`config.mk`:
```
export PLATFORM = sky130hd
export DESIGN_NAME = membus_arbiter
export DESIGN_NICKNAME = d
export VERILOG_FILES = /design/src/rtl/membus_arbiter_pkg.sv /design/src/rtl/membus_arb_pick.sv /design/src/rtl/membus_arbiter.sv
export SDC_FILE = /design/constraint.sdc
export NUM_CORES = 1
export LEC_CHECK = 0
export ABC_AREA = 1
export BUFFER_PORTS_ARGS = -buffer_cell sky130_fd_sc_hd__buf_2
export CAP_MARGIN = 20
export CORE_AREA = 2 2 202 204
export DETAILED_ROUTE_END_ITERATION = 10
export DIE_AREA = 0 0 204 206
export GPL_ROUTABILITY_DRIVEN = 0
export HOLD_SLACK_MARGIN = 0.1
export PLACE_DENSITY = 0.41
export SLEW_MARGIN = 5
export SYNTH_ARGS = -nofsm -noshare
export SYNTH_HDL_FRONTEND = slang
export SYNTH_SLANG_ARGS = --single-unit
```
`constraint.sdc`:
```
create_clock -name clk -period 9.8 [get_ports clk]
set_input_delay 1.96 -clock clk [delete_from_list [all_inputs] [get_ports clk]]
set_output_delay 1.96 -clock clk [all_outputs]
set_load 0.03 [all_outputs]
```
`src/rtl/membus_arbiter_pkg.sv`:
```
// Bus request/response types and grant-FSM state encoding shared by the
// membus arbiter and its winner-select sub-module.
package membus_arbiter_pkg;

    localparam int BUS_AW = 64;
    localparam int BUS_DW = 64;
    localparam int BUS_SW = BUS_DW / 8;

    typedef enum logic [2:0] {
        MSIZE1 = 3'd0,
        MSIZE2 = 3'd1,
        MSIZE4 = 3'd2,
        MSIZE8 = 3'd3
    } msize_t;

    typedef struct packed {
        logic              valid;
        logic [BUS_AW-1:0] addr;
    } ibus_req_t;

    typedef struct packed {
        logic        addr_ok;
        logic        data_ok;
        logic [31:0] data;
    } ibus_resp_t;

    typedef struct packed {
        logic              valid;
        logic [BUS_AW-1:0] addr;
        msize_t            size;
        logic [BUS_SW-1:0] strobe;
        logic [BUS_DW-1:0] data;
    } dbus_req_t;

    typedef struct packed {
        logic              addr_ok;
        logic              data_ok;
        logic [BUS_DW-1:0] data;
    } dbus_resp_t;

    typedef enum logic [1:0] {
        IDLE   = 2'd0,
        IGRANT = 2'd1,
        DGRANT = 2'd2
    } arb_state_t;

endpackage

```
`src/rtl/membus_arb_pick.sv`:
```
// Combinational winner select between fetch and data requests.
// MEMBUS_ARB_RR_EN: round-robin on collision; otherwise dbus always wins.
module membus_arb_pick (
    input  logic ivalid,
    input  logic dvalid,
`ifdef MEMBUS_ARB_RR_EN
    input  logic last_d,
`endif
    output logic grant_i,
    output logic grant_d
);

    always_comb begin
        grant_i = 1'b0;
        grant_d = 1'b0;
        if (ivalid && dvalid) begin
`ifdef MEMBUS_ARB_RR_EN
            grant_i = last_d;
            grant_d = !last_d;
`else
            grant_d = 1'b1;
`endif
        end else begin
            grant_i = ivalid;
            grant_d = dvalid;
        end
    end

endmodule

```
`src/rtl/membus_arbiter.sv`:
```
// Shares one single-beat memory port between ibus and dbus via a grant FSM.
// MEMBUS_ARB_RR_EN selects round-robin collision handling (default: dbus priority).
module membus_arbiter
    import membus_arbiter_pkg::*;
#(
    parameter int AW = BUS_AW,
    parameter int DW = BUS_DW
) (
    input  logic            clk,
    input  logic            rst,
    input  ibus_req_t       ireq,
    output ibus_resp_t      iresp,
    input  dbus_req_t       dreq,
    output dbus_resp_t      dresp,
    output logic            m_valid,
    output logic            m_write,
    output logic [AW-1:0]   m_addr,
    output logic [2:0]      m_size,
    output logic [DW/8-1:0] m_strobe,
    output logic [DW-1:0]   m_data,
    input  logic            m_ready,
    input  logic [DW-1:0]   m_rdata,
    output logic            busy
);

    arb_state_t state;
    logic       grant_i, grant_d;
    logic       iack, dack;
`ifdef MEMBUS_ARB_RR_EN
    logic       last_d;
`endif

    membus_arb_pick u_pick (
        .ivalid  (ireq.valid),
        .dvalid  (dreq.valid),
`ifdef MEMBUS_ARB_RR_EN
        .last_d  (last_d),
`endif
        .grant_i (grant_i),
        .grant_d (grant_d)
    );

    always_ff @(posedge clk or posedge rst) begin
        if (rst) begin
            state    <= IDLE;
            m_valid  <= 1'b0;
            m_write  <= 1'b0;
            m_addr   <= '0;
            m_size   <= '0;
            m_strobe <= '0;
            m_data   <= '0;
`ifdef MEMBUS_ARB_RR_EN
            last_d   <= 1'b0;
`endif
        end else begin
            case (state)
                IDLE: begin
                    if (grant_d) begin
                        state    <= DGRANT;
                        m_valid  <= 1'b1;
                        m_write  <= |dreq.strobe;
                        m_addr   <= dreq.addr;
                        m_size   <= dreq.size;
                        m_strobe <= dreq.strobe;
                        m_data   <= dreq.data;
`ifdef MEMBUS_ARB_RR_EN
                        last_d   <= 1'b1;
`endif
                    end else if (grant_i) begin
                        state    <= IGRANT;
                        m_valid  <= 1'b1;
                        m_write  <= 1'b0;
                        m_addr   <= ireq.addr;
                        m_size   <= MSIZE4;
                        m_strobe <= '0;
                        m_data   <= '0;
`ifdef MEMBUS_ARB_RR_EN
                        last_d   <= 1'b0;
`endif
                    end
                end
                default: begin
                    // Requesters hold their fields until data_ok, so only the ack matters here.
                    if (m_ready) begin
                        state   <= IDLE;
                        m_valid <= 1'b0;
                    end
                end
            endcase
        end
    end

    assign busy = (state != IDLE);
    assign iack = (state == IGRANT) && m_ready;
    assign dack = (state == DGRANT) && m_ready;

    always_comb begin
        iresp = '0;
        dresp = '0;
        if (iack) begin
            iresp.addr_ok = 1'b1;
            iresp.data_ok = 1'b1;
            iresp.data    = m_addr[2] ? m_rdata[63:32] : m_rdata[31:0];
        end
        if (dack) begin
            dresp.addr_ok = 1'b1;
            dresp.data_ok = 1'b1;
            dresp.data    = m_rdata;
        end
    end

endmodule

```
Word-level counts from Yosys, hierarchy flattened
Index checks and enable logic that the tools add are counted.
{ "totals": {"ff_bits": 143, "inputBits": 272, "elab_cells": 43} }
{ "classes": {"n_eq_ne": 3, "muxes": 23, "reduce_logical": 10} }
{ "op_table": {"columns": ["operator", "n"], "rows": [
  ["2-to-1 mux 64 bit", 4],
  ["2-to-1 mux 66 bit", 1],
  ["2-to-1 mux 34 bit", 1],
  ["2-to-1 mux 32 bit", 1],
  ["2-to-1 mux 8 bit", 2],
  ["2-to-1 mux 1 bit", 8],
  ["2-to-1 mux 2 bit", 4],
  ["OR reduction 8 bit", 1],
  ["2-to-1 mux 3 bit", 2],
  ["nonzero test 2 bit", 3],
  ["AND reduction 2 bit", 2],
  ["logical AND 1 bit", 3],
  ["!= test 3 bit (second input constant)", 1],
  ["== test 2 x 1 -> 1 bit (second input constant)", 1],
  ["== test 2 bit (second input constant)", 1],
  ["zero test 2 bit", 1]
]} }

Depth between registers and ports, before layout
{ "logic_depth": {"word_depth": 5, "mapped_depth": 7, "mapped_depth_nobuf": 5} }

Modules after synthesis
From an unflattened synthesis, not the netlist that was laid out.
{ "unflattened": {"hier_cells": 1038, "hier_area_um2": 7284.5} }
{ "by_module_without_submodules": {"columns": ["mod", "n_inst", "cells_per_inst", "area_each_um2"], "rows": [
  ["membus_arbiter", 1, 1035, 7273.2],
  ["membus_arb_pick", 1, 3, 11.3]
]} }

Worst setup path before layout
Ideal clock, no wire load.
{ "synth_timing": {"path_type": "in2out", "startpoint": "in m_ready", "endpoint": "out dresp[55] (netlist name)", "t_arrival_ns": 2.774, "t_required_ns": 7.840, "slack_ns": 5.066, "cell_stages": 4, "cell_sequence": "nand3_1 -> buf_2 -> buf_2 -> nor2_1"} }
{ "synth_rtl": {"columns": ["item", "line_no", "text"], "rows": [
  ["from (decl)", "membus_arbiter.sv:21", "input logic m_ready,"],
  ["to (decl)", "membus_arbiter.sv:14", "output dbus_resp_t dresp,"]
]} }

==> impl_metrics.json <==
{
  "outcome": "complete, no violations",
  "power_uw": 2790,
  "yosysTopAreaCellShare_pct": 49.1,
  "synth_fp_nets": 1307,
  "grt_usage_pct": 14.4,
  "numCtsBuffers": 17,
  "finalSetupViolCount": 0,
  "grt_first_pass_wirelength_mm": 45.3,
  "critical_path_class": "in2out",
  "grt-ovfl-total": 0,
  "postRouteAntennaNets": 0,
  "slew_headroom_pct": 35.6,
  "cap_violations": 0,
  "finalHoldViolations": 0,
  "drcViolationCount": 0,
  "syn_area_per_cell_um2": 7.04,
  "routed_wl_mm": 30.5,
  "dr.pass1.iters": 4,
  "dp_cells": 2022,
  "register_area_um2": 3580,
  "dieArea_um2": 42000,
  "timing.final.crit_share_pct": 51.2,
  "root_buffer": "clkbuf_16",
  "nets": 1782,
  "vias": 7905,
  "post_cts_buffers": 0,
  "fp.coreArea_um2": 40200,
  "worst_slack_ns": 4.78,
  "yosysTopAreaCell": "dfrtp_1",
  "synthDistinctLibCells": 17,
  "required_ns": 7.84,
  "ys_ff_latch": 143,
  "max_freq_mhz": 199,
  "cp_common_cell": "buf_2",
  "path_cells": "buf_2 > nand3_2 > buf_4 > inv_1 > buf_2",
  "preCtsSetupSlack_ns": 4.35,
  "period_needed_ns": 5.02,
  "cp_max_fo": 65,
  "report.final.slew_viol_count": 0,
  "yosysSeqAreaShare_pct": 49.1,
  "ctsResizeCount": 0,
  "crit_arrival_ns": 3.06,
  "finClkSkew_ns": 0.0103,
  "critPathCaptureType": "output pin",
  "dieHeight_um": 206,
  "power_density_nw_per_um2": 258,
  "cts.sink_count": 143,
  "htree_levels": 4,
  "drt-initial-drc-count": 436,
  "max_stage_delay_ns": 0.51,
  "grt_max_degree": 90,
  "syn_area_um2": 7280,
  "avgRoutedWirePerCell_um": 14.8,
  "dp_hpwl_mm": 23.4,
  "place.port_buffers": 513,
  "fin_tns_setup_ns": 0,
  "rsz0062_at_grt": "no",
  "vdd_drop_max_v": 0.000113,
  "cp_num_buf_inv": 4,
  "path_clk_slew_ns": 0.06,
  "drive_above_1_share_pct": 36.9,
  "multi_input_area_um2": 2740,
  "leakage_uw": 0.00692,
  "tritoncts": "yes",
  "path_delay_family": "buffers and inverters",
  "clk_latency_ns": 0.44,
  "antenna_found_initial": 7,
  "die_w_um": 204,
  "postCtsHoldBufs": 0,
  "io_pins": 514,
  "yosys_warnings": 0,
  "rows": 74,
  "hold_ws_ns": 0.473,
  "fill_cells": 4567,
  "final_cells": 2059,
  "syn_to_final_growth_pct": 48.4,
  "grt_pass1_vias": 7877,
  "worstMarginPinSlew_ns": 0.965,
  "slowest_stage": "buf_4",
  "clockBufferDepth": 2,
  "detail_route.vias_per_cell": 3.84,
  "syn-instance-count": 1035,
  "ys_top_cells_by_area": "dfrtp_1 (49%), nand2_1 (22%), inv_1 (8.5%), a21oi_1 (4.4%), o21ai_1 (4.3%)",
  "cp-start-kind": "input port",
  "initial_core_util_pct": 18.1,
  "hp-class": "reg2reg"
}
metal layers:
metal	routed length [um]	share of wire (%)	global-route usage (%)	vias to the layer above
li1	-	-	-	4020
met4	961	3.2	6.65	0
met5	0	0	0	-
met3	2290	7.5	4.34	50
met1	11600	38	15.4	3519
met2	15600	51	25.9	316
layout make-up:
type	count	area share, %
Antenna cell	4	0.0926
Clock buffer	18	4.06
Clock inverter	14	1.08
Inverter	166	5.81
Multi-Input combinational cell	661	25.3
Sequential cell	143	33.1
Tap cell	532	6.16
Timing Repair Buffer	521	24.4
metrics by stage:
| stage | util [%] | cell area, um^2 |
|---|---|---|
| 2_1_floorplan | - | 7280 |
| 3_3_place_gp | 25.5 | 10200 |
| 3_5_place_dp | 25.5 | 10200 |
| 4_1_cts | 26.8 | 10800 |
| 5_1_grt | 26.9 | 10800 |
| 6_report | 26.9 | 10800 |
report_power, final:
group,internal [uW],switching (uW),total [uW]
Sequential,795,130,925
Clock,354,272,626
Combinational,334,906,1240
Total,1480,1310,2790
state kept, by name, indices dropped and copies added, names as in the netlist:
signal	flops
state	2
m_data	64
m_size	3
m_valid	1
m_write	1
m_addr	64
m_strobe	8
cell families (layout without fill, tap and decap cells):
family	count (synthesis)	count (layout)	share of synthesized area (%)
AOI/OAI and AO/OA	166	166	11.6
DFF	143	143	49.1
other	0	4	0
and+or+nand+nor	495	495	25.8
buffers and inverters	231	719	13.5
synthesized netlist by cell type (all sizes together):
master and instances:
clkbuf 14, dfrtp 143, nand2 421, a21oi 64
nor2 71, nor3 1, buf 51, nand3 2
o21ai 102, inv 166
final timing paths:
kind / depth (start not counted) / slack, ns / to / startpoint
worst max-delay path: 5 / 4.78 / dresp[64] / m_ready
min in group asynchronous: 2 / 1.65 / m_strobe[2] / rst
worst min register to register: 2 / 0.47 / m_data[41] / m_data[41]
worst max register to register: 4 / 7.57 / m_addr[61] / state[1]
max in group asynchronous: 3 / 6.74 / m_addr[2] / rst
worst min-delay path: 2 / 0.47 / m_data[41] / m_data[41]
tightest hold or removal path, delay by kind of cell, from the launching register on:
family        cells  cell delay [ns]
simple gates      2             0.10
flops             1             0.34
cell usage in the layout (no fill, tap or decap):
cell / instances
clkinvlp_4: 4
buf_2: 513
o21ai_0: 38
a21oi_1: 64
buf_8: 1
bufinv_16: 1
clkbuf_16: 17
o21ai_1: 63
o21ai_4: 1
nor2_1: 69
inv_2: 2
nor3_4: 1
nand3_2: 1
nor2_4: 2
nand2_1: 421
clkinv_2: 6
diode_2: 4
buf_4: 7
nand3_1: 1
inv_6: 4
inv_1: 163
clkbuf_8: 1
dfrtp_1: 142
dfrtp_2: 1
No activity file was read; power rests on OpenSTA's default activity.
